$ cat src/rtl/cpu_types_pkg.sv
// Shared types for the 5-stage MIPS pipeline: word/register types, opcode and
// funct encodings, and the IF/ID and ID/EX latch bundles.
package cpu_types_pkg;

  localparam int         REGS    = 32;
  localparam int         REG_W   = $clog2(REGS);
  localparam logic [5:0] HALT_OP = 6'h3F;

  typedef logic [31:0]      word_t;
  typedef logic [REG_W-1:0] regbits_t;

  typedef enum logic [5:0] {
    OP_RTYPE = 6'h00,
    OP_J     = 6'h02,
    OP_JAL   = 6'h03,
    OP_BEQ   = 6'h04,
    OP_BNE   = 6'h05,
    OP_ADDI  = 6'h08,
    OP_ADDIU = 6'h09,
    OP_SLTI  = 6'h0A,
    OP_SLTIU = 6'h0B,
    OP_ANDI  = 6'h0C,
    OP_ORI   = 6'h0D,
    OP_XORI  = 6'h0E,
    OP_LUI   = 6'h0F,
    OP_LW    = 6'h23,
    OP_SW    = 6'h2B,
    OP_HALT  = HALT_OP
  } opcode_t;

  typedef enum logic [5:0] {
    F_SLL  = 6'h00,
    F_SRL  = 6'h02,
    F_JR   = 6'h08,
    F_ADD  = 6'h20,
    F_ADDU = 6'h21,
    F_SUB  = 6'h22,
    F_SUBU = 6'h23,
    F_AND  = 6'h24,
    F_OR   = 6'h25,
    F_XOR  = 6'h26,
    F_NOR  = 6'h27,
    F_SLT  = 6'h2A,
    F_SLTU = 6'h2B
  } funct_t;

  typedef struct packed {
    logic  valid;
    word_t instr;
    word_t npc;
  } fetch_latch_t;

  typedef struct packed {
    logic     valid;
    word_t    instr;
    word_t    npc;
    word_t    rdat1;
    word_t    rdat2;
    word_t    imm;
    regbits_t wsel;
    logic     regwr;
    logic     memread;
    logic     memwrite;
    logic     halt;
  } decode_latch_t;

endpackage

$ cat src/rtl/register_file.sv
// 32x32 architectural register file: r0 hardwired to zero, two combinational
// read ports with write-before-read bypass from the single write port.
module register_file
  import cpu_types_pkg::*;
(
  input  logic             CLK,
  input  logic             nRST,
  input  logic             WEN,
  input  logic [REG_W-1:0] wsel,
  input  logic [31:0]      wdat,
  input  logic [REG_W-1:0] rsel1,
  input  logic [REG_W-1:0] rsel2,
  output logic [31:0]      rdat1,
  output logic [31:0]      rdat2
);

  word_t r_regs [REGS];

  // NOTE: the array is reset because architectural state must read as zero
  // after nRST; sequential state uses non-blocking assignments only.
  always_ff @(posedge CLK or negedge nRST) begin
    if (!nRST) begin
      for (int i = 0; i < REGS; i++) r_regs[i] <= '0;
    end else if (WEN && (wsel != '0)) begin
      r_regs[wsel] <= wdat;
    end
  end

  // NOTE: each output is assigned first thing so no path can infer a latch.
  always_comb begin
    rdat1 = r_regs[rsel1];
    if (rsel1 == '0)                       rdat1 = '0;
    else if (WEN && (wsel == rsel1))       rdat1 = wdat;
  end

  always_comb begin
    rdat2 = r_regs[rsel2];
    if (rsel2 == '0)                       rdat2 = '0;
    else if (WEN && (wsel == rsel2))       rdat2 = wdat;
  end

endmodule

$ cat src/rtl/decode_stage.sv
// ID stage: register read with writeback bypass, immediate extension, control
// decode, load-use hazard detection and the ID/EX pipeline latch.
module decode_stage
  import cpu_types_pkg::*;
(
  input  logic             CLK,
  input  logic             nRST,
  input  logic             en,
  input  logic             flush,
  input  logic             fl_valid,
  input  logic [31:0]      fl_instr,
  input  logic [31:0]      fl_npc,
  input  logic             wb_regwr,
  input  logic [REG_W-1:0] wb_wsel,
  input  logic [31:0]      wb_wdat,
  input  logic             ex_memread,
  input  logic [REG_W-1:0] ex_wsel,
  output logic             hazard_stall,
  output logic             dl_valid,
  output logic [31:0]      dl_instr,
  output logic [31:0]      dl_npc,
  output logic [31:0]      dl_rdat1,
  output logic [31:0]      dl_rdat2,
  output logic [31:0]      dl_imm,
  output logic [REG_W-1:0] dl_wsel,
  output logic             dl_regwr,
  output logic             dl_memread,
  output logic             dl_memwrite,
  output logic             dl_halt
);

  opcode_t       w_op;
  funct_t        w_funct;
  regbits_t      w_rs, w_rt, w_rd;
  logic [15:0]   w_imm16;
  word_t         w_rdat1, w_rdat2;
  logic          w_uses_rt;
  decode_latch_t w_next;
  decode_latch_t r_dl;

  assign w_op    = opcode_t'(fl_instr[31:26]);
  assign w_funct = funct_t'(fl_instr[5:0]);
  assign w_rs    = fl_instr[25:21];
  assign w_rt    = fl_instr[20:16];
  assign w_rd    = fl_instr[15:11];
  assign w_imm16 = fl_instr[15:0];

  register_file u_regfile (
    .CLK   (CLK),
    .nRST  (nRST),
    .WEN   (wb_regwr),
    .wsel  (wb_wsel),
    .wdat  (wb_wdat),
    .rsel1 (w_rs),
    .rsel2 (w_rt),
    .rdat1 (w_rdat1),
    .rdat2 (w_rdat2)
  );

  always_comb begin
    w_next       = '0;
    w_uses_rt    = 1'b0;
    w_next.valid = fl_valid;
    w_next.instr = fl_instr;
    w_next.npc   = fl_npc;
    w_next.rdat1 = w_rdat1;
    w_next.rdat2 = w_rdat2;
    w_next.imm   = {{16{w_imm16[15]}}, w_imm16};
    w_next.wsel  = w_rt;
    case (w_op)
      OP_RTYPE: begin
        w_next.wsel  = w_rd;
        w_next.regwr = (w_funct != F_JR);
        w_uses_rt    = 1'b1;
      end
      OP_JAL: begin
        w_next.wsel  = regbits_t'(REGS - 1);
        w_next.regwr = 1'b1;
      end
      OP_BEQ, OP_BNE: w_uses_rt = 1'b1;
      OP_ADDI, OP_ADDIU, OP_SLTI, OP_SLTIU: w_next.regwr = 1'b1;
      OP_ANDI, OP_ORI, OP_XORI: begin
        w_next.regwr = 1'b1;
        w_next.imm   = {16'h0, w_imm16};
      end
      OP_LUI: begin
        w_next.regwr = 1'b1;
        w_next.imm   = {w_imm16, 16'h0};
      end
      OP_LW: begin
        w_next.regwr   = 1'b1;
        w_next.memread = 1'b1;
      end
      OP_SW: begin
        w_next.memwrite = 1'b1;
        w_uses_rt       = 1'b1;
      end
      OP_HALT: w_next.halt = 1'b1;
      default: ;
    endcase
  end

  assign hazard_stall = fl_valid & ex_memread & (ex_wsel != '0) &
                        ((ex_wsel == w_rs) | (w_uses_rt & (ex_wsel == w_rt)));

  // A squashed, stalled or empty slot becomes an all-zero bubble.
  always_ff @(posedge CLK or negedge nRST) begin
    if (!nRST) begin
      r_dl <= '0;
    end else if (en) begin
      if (flush || hazard_stall || !fl_valid) r_dl <= '0;
      else                                    r_dl <= w_next;
    end
  end

  assign dl_valid    = r_dl.valid;
  assign dl_instr    = r_dl.instr;
  assign dl_npc      = r_dl.npc;
  assign dl_rdat1    = r_dl.rdat1;
  assign dl_rdat2    = r_dl.rdat2;
  assign dl_imm      = r_dl.imm;
  assign dl_wsel     = r_dl.wsel;
  assign dl_regwr    = r_dl.regwr;
  assign dl_memread  = r_dl.memread;
  assign dl_memwrite = r_dl.memwrite;
  assign dl_halt     = r_dl.halt;

endmodule

$ cat config.mk
export PLATFORM = sky130hd
export DESIGN_NAME = decode_stage
export DESIGN_NICKNAME = d
export VERILOG_FILES = /design/src/rtl/cpu_types_pkg.sv /design/src/rtl/register_file.sv /design/src/rtl/decode_stage.sv
export SDC_FILE = /design/constraint.sdc
export NUM_CORES = 2
export LEC_CHECK = 0
export ABC_CLOCK_PERIOD_IN_PS = 2600
export BUFFER_PORTS_ARGS = -buffer_cell sky130_fd_sc_hd__buf_4
export CORE_MARGIN = 4
export CORE_UTILIZATION = 55
export DETAILED_ROUTE_END_ITERATION = 6
export MAX_ROUTING_LAYER = met4
export PLACE_DENSITY = 0.73
export SLEW_MARGIN = 20
export SYNTH_ARGS = -nofsm -noshare
export SYNTH_HDL_FRONTEND = slang
export SYNTH_SLANG_ARGS = --single-unit
$ cat constraint.sdc
create_clock -name CLK -period 2.6 [get_ports CLK]
set_input_delay 0.65 -clock CLK [delete_from_list [all_inputs] [get_ports CLK]]
set_output_delay 0.65 -clock CLK [all_outputs]
set_load 0.1 [all_outputs]
==> run summary <==
outcome: finished, final reports clean
TritonCTS clock tree: yes
Setup crit start kind: input pin
highest clock rate: 0.389 GHz
Site Rows: 121
Setup WS pre-CTS: -0.257 ns
Post-Syn Nets: 4245
CTS root buffer: clkbuf_16
Syn Inst Count: 4132
most common cell after layout, fill and taps aside: dfrtp_1
core area: 0.109 mm2
fraction of registers with async set/reset: 100%
Hold WS: 0.128 ns
period utilization: 98.8%
Post-synth EDFFs: 0
maxcap violations: 0
global-route wire length before repair: 294000 um
PwrDens: 756 mW/mm2
Required @ worst endpoint: 1.95 ns
grt ovf: 0
clk slew on worst S/H paths: 0.06 ns
Crit Path Class: in -> out
RePlAce Congestion: 0.874
Rel. slew slack: 52.8%
vias in the first global route: 43.0k
Synth Register Bits: 1194
min cycle time layout: 2.57 ns
crit path capture type: primary output
area share of the largest cell type after synthesis: 49.4%
nets: 4551
Die Y: 340 um
worst r2r dst: dl_rdat1[3]$_DFFE_PN0P_
CTS H-tree lvls: 4
P_leak: 31.7 nW
Total Wirelength: 199000 um
Finish-stage setup viols: 0
top cells by area, synth: dfrtp_1 (49%), mux2_2 (18%), mux4_2 (14%), mux2i_1 (4.2%), a22o_1 (2.1%)
cell type with the largest total area after synthesis: dfrtp_1
I/O pin count: 284
DR WL/cell: 33.5 um
IO Port Bufs: 283
Initial Utilization: 55.5%
fin. max-slew vios: 0
r2r setup slk: 0.47 ns
largest net degree at the start of global routing: 97
layout cells sized above 1: 50.7%
Overall Global Routing Usage: 35.3%
Hold Path Stages: 2
Setup WS post-layout: 0.0317 ns
synth warn: 0
TritonCTS buffer count: 130
P&R area growth vs syn: 18.1%
Hold Path Class: in -> reg
most frequent cells in the layout: dfrtp_1 (1194), mux2_2 (985), buf_4 (506)
Pre-antenna DRT Iters: 6
number of vias per cell: 7.16
Clk Latency, worst-skew pair: 0.75 ns
critical path peak fanout: 7
Design Power: 54.0 mW
CTS Sinks: 1194
VDD IR max: 0.650 mV
synthesized area: 0.0605 mm2
ys flop type: dfrtp_1
# DRC: 0
DP Wirelength: 123000 um
Post-Syn Area per Cell: 14.6 um2
RSZ-0062 raised after global routing: false
Initial DRC Count: 4636
Hold Violations, Final: 0
initial antenna violation count: 5
Seq/Total Area, Yosys: 49.4%
Die Footprint: 0.115 mm2
vias: 42.6k
WP data arrival: 1.92 ns
R2R depth: 6
Slew @ Worst Pin: 0.705 ns
Yosys cell types: 57
Critical R2R Launch: u_regfile.r_regs[515]$_DFFE_PN0P_
antenna-violating nets left: 0
worst hold path startpoint: fl_npc[0]
Hold Path Sink: dl_npc[0]$_DFFE_PN0P_
Final Skew: 0.0298 ns
clock buffer depth: 3
chip width: 340 um
layer usage:
layer	track usage, %	part of all wire (%)	vias to the layer above
met4	13.8	4.6	0
met3	9.62	11	548
met1	47.6	39	22600
li1	-	-	16700
met2	51.6	45	2685
met5	-	0	-
worst max path at each step:
stage                      start                 endpoint  slack [ns]
finish              fl_instr[28]             hazard_stall        0.03
global route          ex_wsel[0]             hazard_stall        0.02
floorplan           fl_instr[19]             hazard_stall        0.02
detailed placement  fl_instr[21]  dl_rdat1[5]$_DFFE_PN0P_       -0.26
CTS                   ex_wsel[2]             hazard_stall       0.003
global placement    fl_instr[21]  dl_rdat1[5]$_DFFE_PN0P_       -0.31
sequential cells by signal, summed over array words and instances (netlist names):
signal and flops:
u_regfile.r_regs 1024, dl_imm 32, dl_instr 32, dl_npc 32, dl_rdat1 32, dl_rdat2 32
dl_wsel 5, dl_halt 1, dl_memread 1, dl_memwrite 1, dl_regwr 1, dl_valid 1
timing repair:
action / 4_1_cts / 5_1_grt
setup buffers: 3 / 1
hold endpoints to repair: 28 / 0
pin swaps: 3 / 3
gates resized for setup: 6 / 0
hold buffers: 1 / 0
setup endpoints to repair: 1 / 1
cloned: 0 / 0
worst max-delay path, stage by stage:
cell	delay, ns
buf_4	0.12
buf_4	0.16
nor3_1	0.24
buf_4	0.29
o2111ai_4	0.16
nand2_2	0.12
buf_12	0.18
logic make-up after synthesis:
kind of cell / count (synthesis) / share of synthesized area [%]
buf+inv: 486 / 3.55
xor+xnor: 20 / 0.290
compound gates: 694 / 8.71
mux: 1632 / 37.0
flops: 1194 / 49.4
simple gates: 106 / 1.00
per-stage QoR:
| stage | TNS (ns) | cells | instance area [um2] | util, % |
|---|---|---|---|---|
| finish | 0 | 5948 | 71400 | 65.5 |
| global route | 0 | 5948 | 71400 | 65.5 |
| CTS | 0 | 5944 | 71400 | 65.5 |
| detailed placement | -16.98 | 5715 | 67100 | 61.5 |
| global placement | -8.79 | 5715 | 67100 | 61.5 |
| floorplan | 0 | 4132 | 60500 | - |
Yosys cell counts, types with 50 or more instances:
library cell	n
buf_1	50
mux4_2	385
a211oi_1	64
a22oi_1	154
o221ai_1	64
dfrtp_1	1194
buf_2	93
mux2i_1	254
a21oi_1	79
mux2_2	985
a22o_1	145
o22ai_1	69
clkbuf_1	298
report_power, final:
part / total (mW) / switching, mW / internal, mW
clock: 18.7 / 7.65 / 11.1
sequential: 24.2 / 2.45 / 21.8
combinational: 11.1 / 5.16 / 5.94
area by class of cell:
type	instances	area [um2]
multi-input combinational	2452	28700
tap	1414	1770
clock buffer	193	3870
inverter	2	12.5
sequential	1194	29900
clock inverter	32	387
fill	7700	37600
antenna	3	7.51
timing repair buffer	658	6800
(Power assumes the default switching activity.)
